$ cat config.mk
export PLATFORM = sky130hd
export DESIGN_NAME = vram_arbiter
export DESIGN_NICKNAME = d
export VERILOG_FILES = /design/src/rtl/vram_arbiter.sv
export SDC_FILE = /design/constraint.sdc
export NUM_CORES = 1
export LEC_CHECK = 0
export ABC_CLOCK_PERIOD_IN_PS = 3200
export BUFFER_PORTS_ARGS = -buffer_cell sky130_fd_sc_hd__buf_2
export CAP_MARGIN = 20
export CORE_UTILIZATION = 50
export CTS_BUF_LIST = sky130_fd_sc_hd__clkbuf_8
export DETAILED_ROUTE_END_ITERATION = 16
export GPL_TIMING_DRIVEN = 0
export MAX_ROUTING_LAYER = met4
export PLACE_DENSITY = 0.8
export SETUP_SLACK_MARGIN = 0.1
export SLEW_MARGIN = 20
export SYNTH_ARGS = -nofsm -noshare
export SYNTH_HDL_FRONTEND = slang
export SYNTH_SLANG_ARGS = --single-unit
$ cat constraint.sdc
create_clock -name clk -period 3.2 [get_ports clk]
set_input_delay 0.48 -clock clk [delete_from_list [all_inputs] [get_ports clk]]
set_output_delay 0.48 -clock clk [all_outputs]
set_load 0.01 [all_outputs]
$ cat src/rtl/vram_arbiter.sv
// Shares one single-port tile RAM between display reads (absolute priority) and a queued game-logic write port.
// Latency: tile_code 2 clk after pix_tick; write port backpressures via wr_ready when the queue is full.

module vram_fifo #(
  parameter int DEPTH = 4,
  parameter int W     = 21,
  localparam int PW   = (DEPTH > 1) ? $clog2(DEPTH) : 1,
  localparam int LW   = $clog2(DEPTH + 1)
) (
  input  logic          clk,
  input  logic          reset,
  input  logic          push_i,
  input  logic          pop_i,
  input  logic [W-1:0]  dat_i,
  output logic [W-1:0]  dat_o,
  output logic [LW-1:0] level_o
);
  logic [W-1:0]  mem_q [DEPTH];
  logic [PW-1:0] wr_ptr_q;
  logic [PW-1:0] rd_ptr_q;
  logic [LW-1:0] level_q;
  logic          push_ok;
  logic          pop_ok;

  // Guards keep the level inside 0..DEPTH even if a caller misbehaves.
  assign push_ok = push_i && (level_q < LW'(DEPTH));
  assign pop_ok  = pop_i && (level_q != '0);
  assign dat_o   = mem_q[rd_ptr_q];
  assign level_o = level_q;

  always_ff @(posedge clk) begin
    if (push_ok) begin
      mem_q[wr_ptr_q] <= dat_i;
    end
  end

  always_ff @(posedge clk) begin
    if (reset) begin
      wr_ptr_q <= '0;
      rd_ptr_q <= '0;
      level_q  <= '0;
    end else begin
      if (push_ok) begin
        wr_ptr_q <= wr_ptr_q + 1'b1;
      end
      if (pop_ok) begin
        rd_ptr_q <= rd_ptr_q + 1'b1;
      end
      case ({push_ok, pop_ok})
        2'b10:   level_q <= level_q + 1'b1;
        2'b01:   level_q <= level_q - 1'b1;
        default: level_q <= level_q;
      endcase
    end
  end
endmodule

module vram_arbiter #(
  parameter int MAP_W      = 80,
  parameter int MAP_H      = 60,
  parameter int FIFO_DEPTH = 4
) (
  input  logic        clk,
  input  logic        reset,
  input  logic        pix_tick,
  input  logic        video_on,
  input  logic [9:0]  x,
  input  logic [9:0]  y,
  input  logic        wr_valid,
  input  logic [12:0] wr_addr,
  input  logic [7:0]  wr_data,
  output logic        wr_ready,
  output logic [12:0] ram_addr,
  output logic        ram_we,
  output logic [7:0]  ram_wdata,
  input  logic [7:0]  ram_rdata,
  output logic [7:0]  tile_code,
  output logic        tile_valid,
  output logic [2:0]  fifo_level,
  output logic [7:0]  drop_count
);
  localparam int          LW      = $clog2(FIFO_DEPTH + 1);
  localparam logic [12:0] N_TILES = 13'(MAP_W * MAP_H);

  typedef enum logic [1:0] {
    IDLE    = 2'd0,
    DISP_RD = 2'd1,
    WR      = 2'd2
  } state_e;

  state_e        state_q;
  state_e        state_d;
  logic [12:0]   ram_addr_q;
  logic [7:0]    ram_wdata_q;
  logic [7:0]    tile_code_q;
  logic          tile_valid_q;
  logic [7:0]    drop_q;

  logic [LW-1:0] level;
  logic [20:0]   head;
  logic [12:0]   disp_addr;
  logic          disp_slot;
  logic          accept;
  logic          in_range;
  logic          push;
  logic          pop;

  assign disp_addr = 13'(32'(y >> 3) * MAP_W + 32'(x >> 3));
  assign disp_slot = pix_tick && video_on;

  always_comb begin
    state_d = IDLE;
    if (disp_slot) begin
      state_d = DISP_RD;
    end else if (level != '0) begin
      state_d = WR;
    end
  end

  // wr_ready depends only on the registered level, so a pop frees space one cycle later.
  assign wr_ready = !reset && (level < LW'(FIFO_DEPTH));
  assign accept   = wr_valid && wr_ready;
  assign in_range = wr_addr < N_TILES;
  assign push     = accept && in_range;
  assign pop      = !reset && (state_d == WR);

  vram_fifo #(
    .DEPTH (FIFO_DEPTH),
    .W     (21)
  ) u_fifo (
    .clk     (clk),
    .reset   (reset),
    .push_i  (push),
    .pop_i   (pop),
    .dat_i   ({wr_addr, wr_data}),
    .dat_o   (head),
    .level_o (level)
  );

  // The RAM port is driven in the slot cycle itself so the RAM's 1-clk read
  // latency plus the tile_code register gives exactly 2 clk from pix_tick.
  always_comb begin
    ram_we    = 1'b0;
    ram_addr  = ram_addr_q;
    ram_wdata = ram_wdata_q;
    if (reset) begin
      ram_addr  = '0;
      ram_wdata = '0;
    end else if (state_d == DISP_RD) begin
      ram_addr = disp_addr;
    end else if (state_d == WR) begin
      ram_we    = 1'b1;
      ram_addr  = head[20:8];
      ram_wdata = head[7:0];
    end
  end

  assign tile_code  = reset ? 8'h00 : tile_code_q;
  assign tile_valid = !reset && tile_valid_q;
  assign fifo_level = reset ? 3'd0 : 3'(level);
  assign drop_count = reset ? 8'h00 : drop_q;

  always_ff @(posedge clk) begin
    if (reset) begin
      state_q      <= IDLE;
      ram_addr_q   <= '0;
      ram_wdata_q  <= '0;
      tile_code_q  <= '0;
      tile_valid_q <= 1'b0;
      drop_q       <= '0;
    end else begin
      state_q      <= state_d;
      ram_addr_q   <= ram_addr;
      ram_wdata_q  <= ram_wdata;
      tile_valid_q <= (state_q == DISP_RD);
      if (state_q == DISP_RD) begin
        tile_code_q <= ram_rdata;
      end
      if (accept && !in_range && (drop_q != 8'hFF)) begin
        drop_q <= drop_q + 8'd1;
      end
    end
  end
endmodule

==> impl_results.md <==
- H-tree depth: 4
- Cell area after synthesis: 0.00579 mm^2
- Post-Layout Inst Area: 0.00694 mm^2
- Synth Area per Inst: 13.7 um^2
- Logic pwr share: 0.194
- Synth Register Bits: 133
- Filler cells: 826
- P_int: 2.95 mW
- Worst setup path class: input port to output port
- Die extent in y: 110 um
- Final non-filler cell total: 686
- I/O pins: 97
- NetSw: 1.08 mW
- Worst path most repeated cell: ha_4
- Buf+Inv Stages, Crit Path: 2
- First drt pass iteration count: 5
- HPWL after DPL: 8.24 mm
- Final Critical Period: 3080 ps
- Synth area leader: edfxtp_1
- Number of flops mapped to enable cells by yosys: 84
- Tot GR Track Use: 0.218
- RSZ-0062 raised after global routing: true
- First DRT Iteration DRCs: 180
- Hold_sp: wr_data[2]
- Row Count: 38
- Post-Route WL: 11.8 mm
- Cell count after placement: 650
- Commonest non-fill, non-tap cell in the layout: buf_2
- Initial Utilization: 0.522
- Yosys top cell area share: 0.436
- Slowest CP cell: fa_2
- Cell variety after synth: 47
- Final antenna-violating net count: 0
- Reg2reg start: u_fifo.level_o[2]
- Nets@finish: 609
- P per Cell Area: 582 mW/mm^2
- Hold slack: 259 ps
- Hold Path Sink: u_fifo.mem_q[0][2]
- Largest cells by area after synthesis: edfxtp_1 44%, dfxtp_1 17%, mux4_2 8.2%, ha_1 4.1%, a211oi_1 2.9%
- Clock root cell: clkbuf_8
- Global-route wire length before repair: 18.4 mm
- Synthesized Nets: 497
- Largest net degree at the start of global routing: 22
- Drt wl/cell: 17.3 um
- Leak: 2.68 nW
- CTS Hold Bufs: 0
- Antenna cells: 0
- Clk pin slew, worst setup/hold paths: 80 ps
- Initial antenna violation count: 0
- Startpoint Class: input port
- Grt ovf: 0
- HP Class: input port to flop
- DRC: 0
- Post-synth top flop: edfxtp_1
- Register area share after synthesis: 0.606
- Crit share post-route: 0.962
- Final Max Tran Viols: 0
- R2R Setup Slk: 620 ps
- Avg Vias per Cell: 5.56
- Final Hold Viols: 0
- Worst reg2reg path endpoint: u_fifo.level_o[2]
- Relative slew slack: 0.300
- Vias: 3816
- Area Growth Syn to Fin: 19.9%
- Vias in the first global route: 3804
- Hold path cells: 1
- RD Place Congestion: 0.832
- CP max stage delay: 420 ps
- Number of CTS-inserted buffers: 17
- Core ar.: 0.0111 mm^2
- Crit path cell chain: buf_8 -> ha_4 -> ha_4 -> fa_2 -> a21o_4 -> a21oi_4 -> xnor2_2 -> and3b_1 -> o31a_1 -> buf_2
- Clock sinks: 133
- Fmax: 325 MHz
- Clk buf depth: 2
- Peak supply drop: 0.000374 V
- Post-DP Area: 0.00641 mm^2
- Syn Inst Count: 421
- WP data arrival: 2600 ps
- Worst Skew: 16.0 ps
- CTS tree: yes
- Maxcap violations: 0
- Family with the most delay on the worst path: adder cells
- Ys Warns: 0
- Die X: 110 um
- Worst Path Required: 2720 ps
- Worst-Margin Slew: 1050 ps
- Seq pwr share: 0.480
- CP Max Fanout: 4
- Die Area: 0.0120 mm^2
- Worst setup EP type: output port
- Clk network pwr share: 0.326
- R2R depth: 10
- Ratio of cells with drive above 1 in the final layout: 0.322
- Setup violators final: 0
- Overall Power: 4.04 mW
- Sw frac: 0.268
- Status: finished clean
- PortBufs: 89
- Commonest cells after routing, fill and taps aside: 88 x buf_2, 84 x edfxtp_1, 49 x dfxtp_1, 35 x nor2_1
- Clock latency at the later pin of the worst-skew pair: 430 ps
- Post-synth ARST share: 0
-- cell usage after synthesis, types with 2 or more instances --
master / count
edfxtp_1: 84
o22a_1: 8
nand3_1: 2
dfxtp_1: 49
buf_2: 3
nor2_1: 36
clkbuf_1: 10
nand4_1: 6
ha_1: 19
xnor2_1: 8
fa_1: 3
mux4_2: 21
a211o_1: 4
o31a_1: 2
inv_1: 10
or2_2: 2
nand2_1: 23
a211oi_1: 22
a21oi_1: 24
buf_6: 3
a21o_1: 3
xor2_1: 9
o21ai_0: 5
and3_1: 4
clkbuf_8: 2
nor2b_1: 20
mux2i_1: 13
and2_1: 7
-- worst register-to-register path, delay by kind of cell (launching register included) --
| kind | cells | cell delay [ps] |
|---|---|---|
| AND/OR/NAND/NOR | 4 | 1210 |
| adder cells (fa/ha/maj) | 2 | 420 |
| flip-flops | 1 | 350 |
| XOR/XNOR | 1 | 80 |
| AO/OA/AOI/OAI | 1 | 140 |
| buffers and inverters | 2 | 310 |
-- per-layer routing --
metal  global-route usage  vias to the layer above  wire (um)
met4               0.0781                        0        163
met2                0.356                      113       6050
met3               0.0605                       16        742
met5                    -                        -          0
met1                0.261                     1876       4880
li1                     -                     1811          -
-- what timing repair did --
item / 4_1_cts / 5_1_grt
buffers inserted: 1 / 3
pin swaps: 2 / 14
gates resized for setup: 6 / 19
setup endpoints to repair: 3 / 3
endpoints found under the hold margin: 0 / 0
-- through the flow --
step	setup slack, ps	util	TNS [ps]
final	120	0.626	0
after global placement	4.42	0.578	0
after detailed placement	-25.6	0.578	-25.6
after global routing	74.4	0.626	0
after CTS	103	0.615	0
after floorplan	337	-	0
-- how the worst max path moves through the flow --
stage / cells after the start / start / to / slack [ps]
floorplan: 8 / y[4] / ram_addr[11] / 340
global placement: 10 / y[4] / ram_addr[11] / 4
detailed placement: 10 / y[4] / ram_addr[11] / -30
CTS: 9 / y[5] / ram_addr[12] / 100
global route: 9 / y[7] / ram_addr[12] / 70
finish: 10 / y[6] / ram_addr[11] / 120
-- kinds of logic (layout without fill, tap and decap cells) --
logic type,after synthesis,in the layout,share of synthesized area
compound gates,77,77,0.0917
fa+ha+maj,22,22,0.0515
mux,35,35,0.106
simple gates,107,107,0.0913
buf+inv,30,155,0.0281
xor+xnor,17,17,0.0257
flops,133,133,0.606
-- flip-flops by register name (all words and copies together) (netlist names), named ones only --
name             flops
u_fifo.mem_q        84
ram_addr_q          13
drop_q               8
ram_wdata_q          8
tile_code_q          8
u_fifo.level_o       3
state_q              2
u_fifo.rd_ptr_q      2
u_fifo.wr_ptr_q      2
tile_valid_q         1
-- cell type report --
| cell class | count | area, um^2 | share of cell area |
|---|---|---|---|
| Timing Repair Buffer | 93 | 497 | 0.0716 |
| Buffer | 20 | 125 | 0.0180 |
| Clock inverter | 15 | 139 | 0.0200 |
| Inverter | 10 | 37.5 | 0.00541 |
| Multi-Input combinational cell | 258 | 2230 | 0.321 |
| Tap cell | 140 | 175 | 0.0252 |
| Clock buffer | 17 | 234 | 0.0337 |
| Sequential cell | 133 | 3500 | 0.505 |
-- power groups by stage --
stage                     combinational (mW)  sequential (mW)  clock [mW]
final                                  0.782             1.94        1.32
after global routing                   0.853             1.95        1.41
after CTS                              0.756             1.94        1.33
after detailed placement               0.742             1.98           0
after global placement                 0.716             1.97           0
after floorplan                        0.535             1.97           0
(Power assumes the default switching activity.)
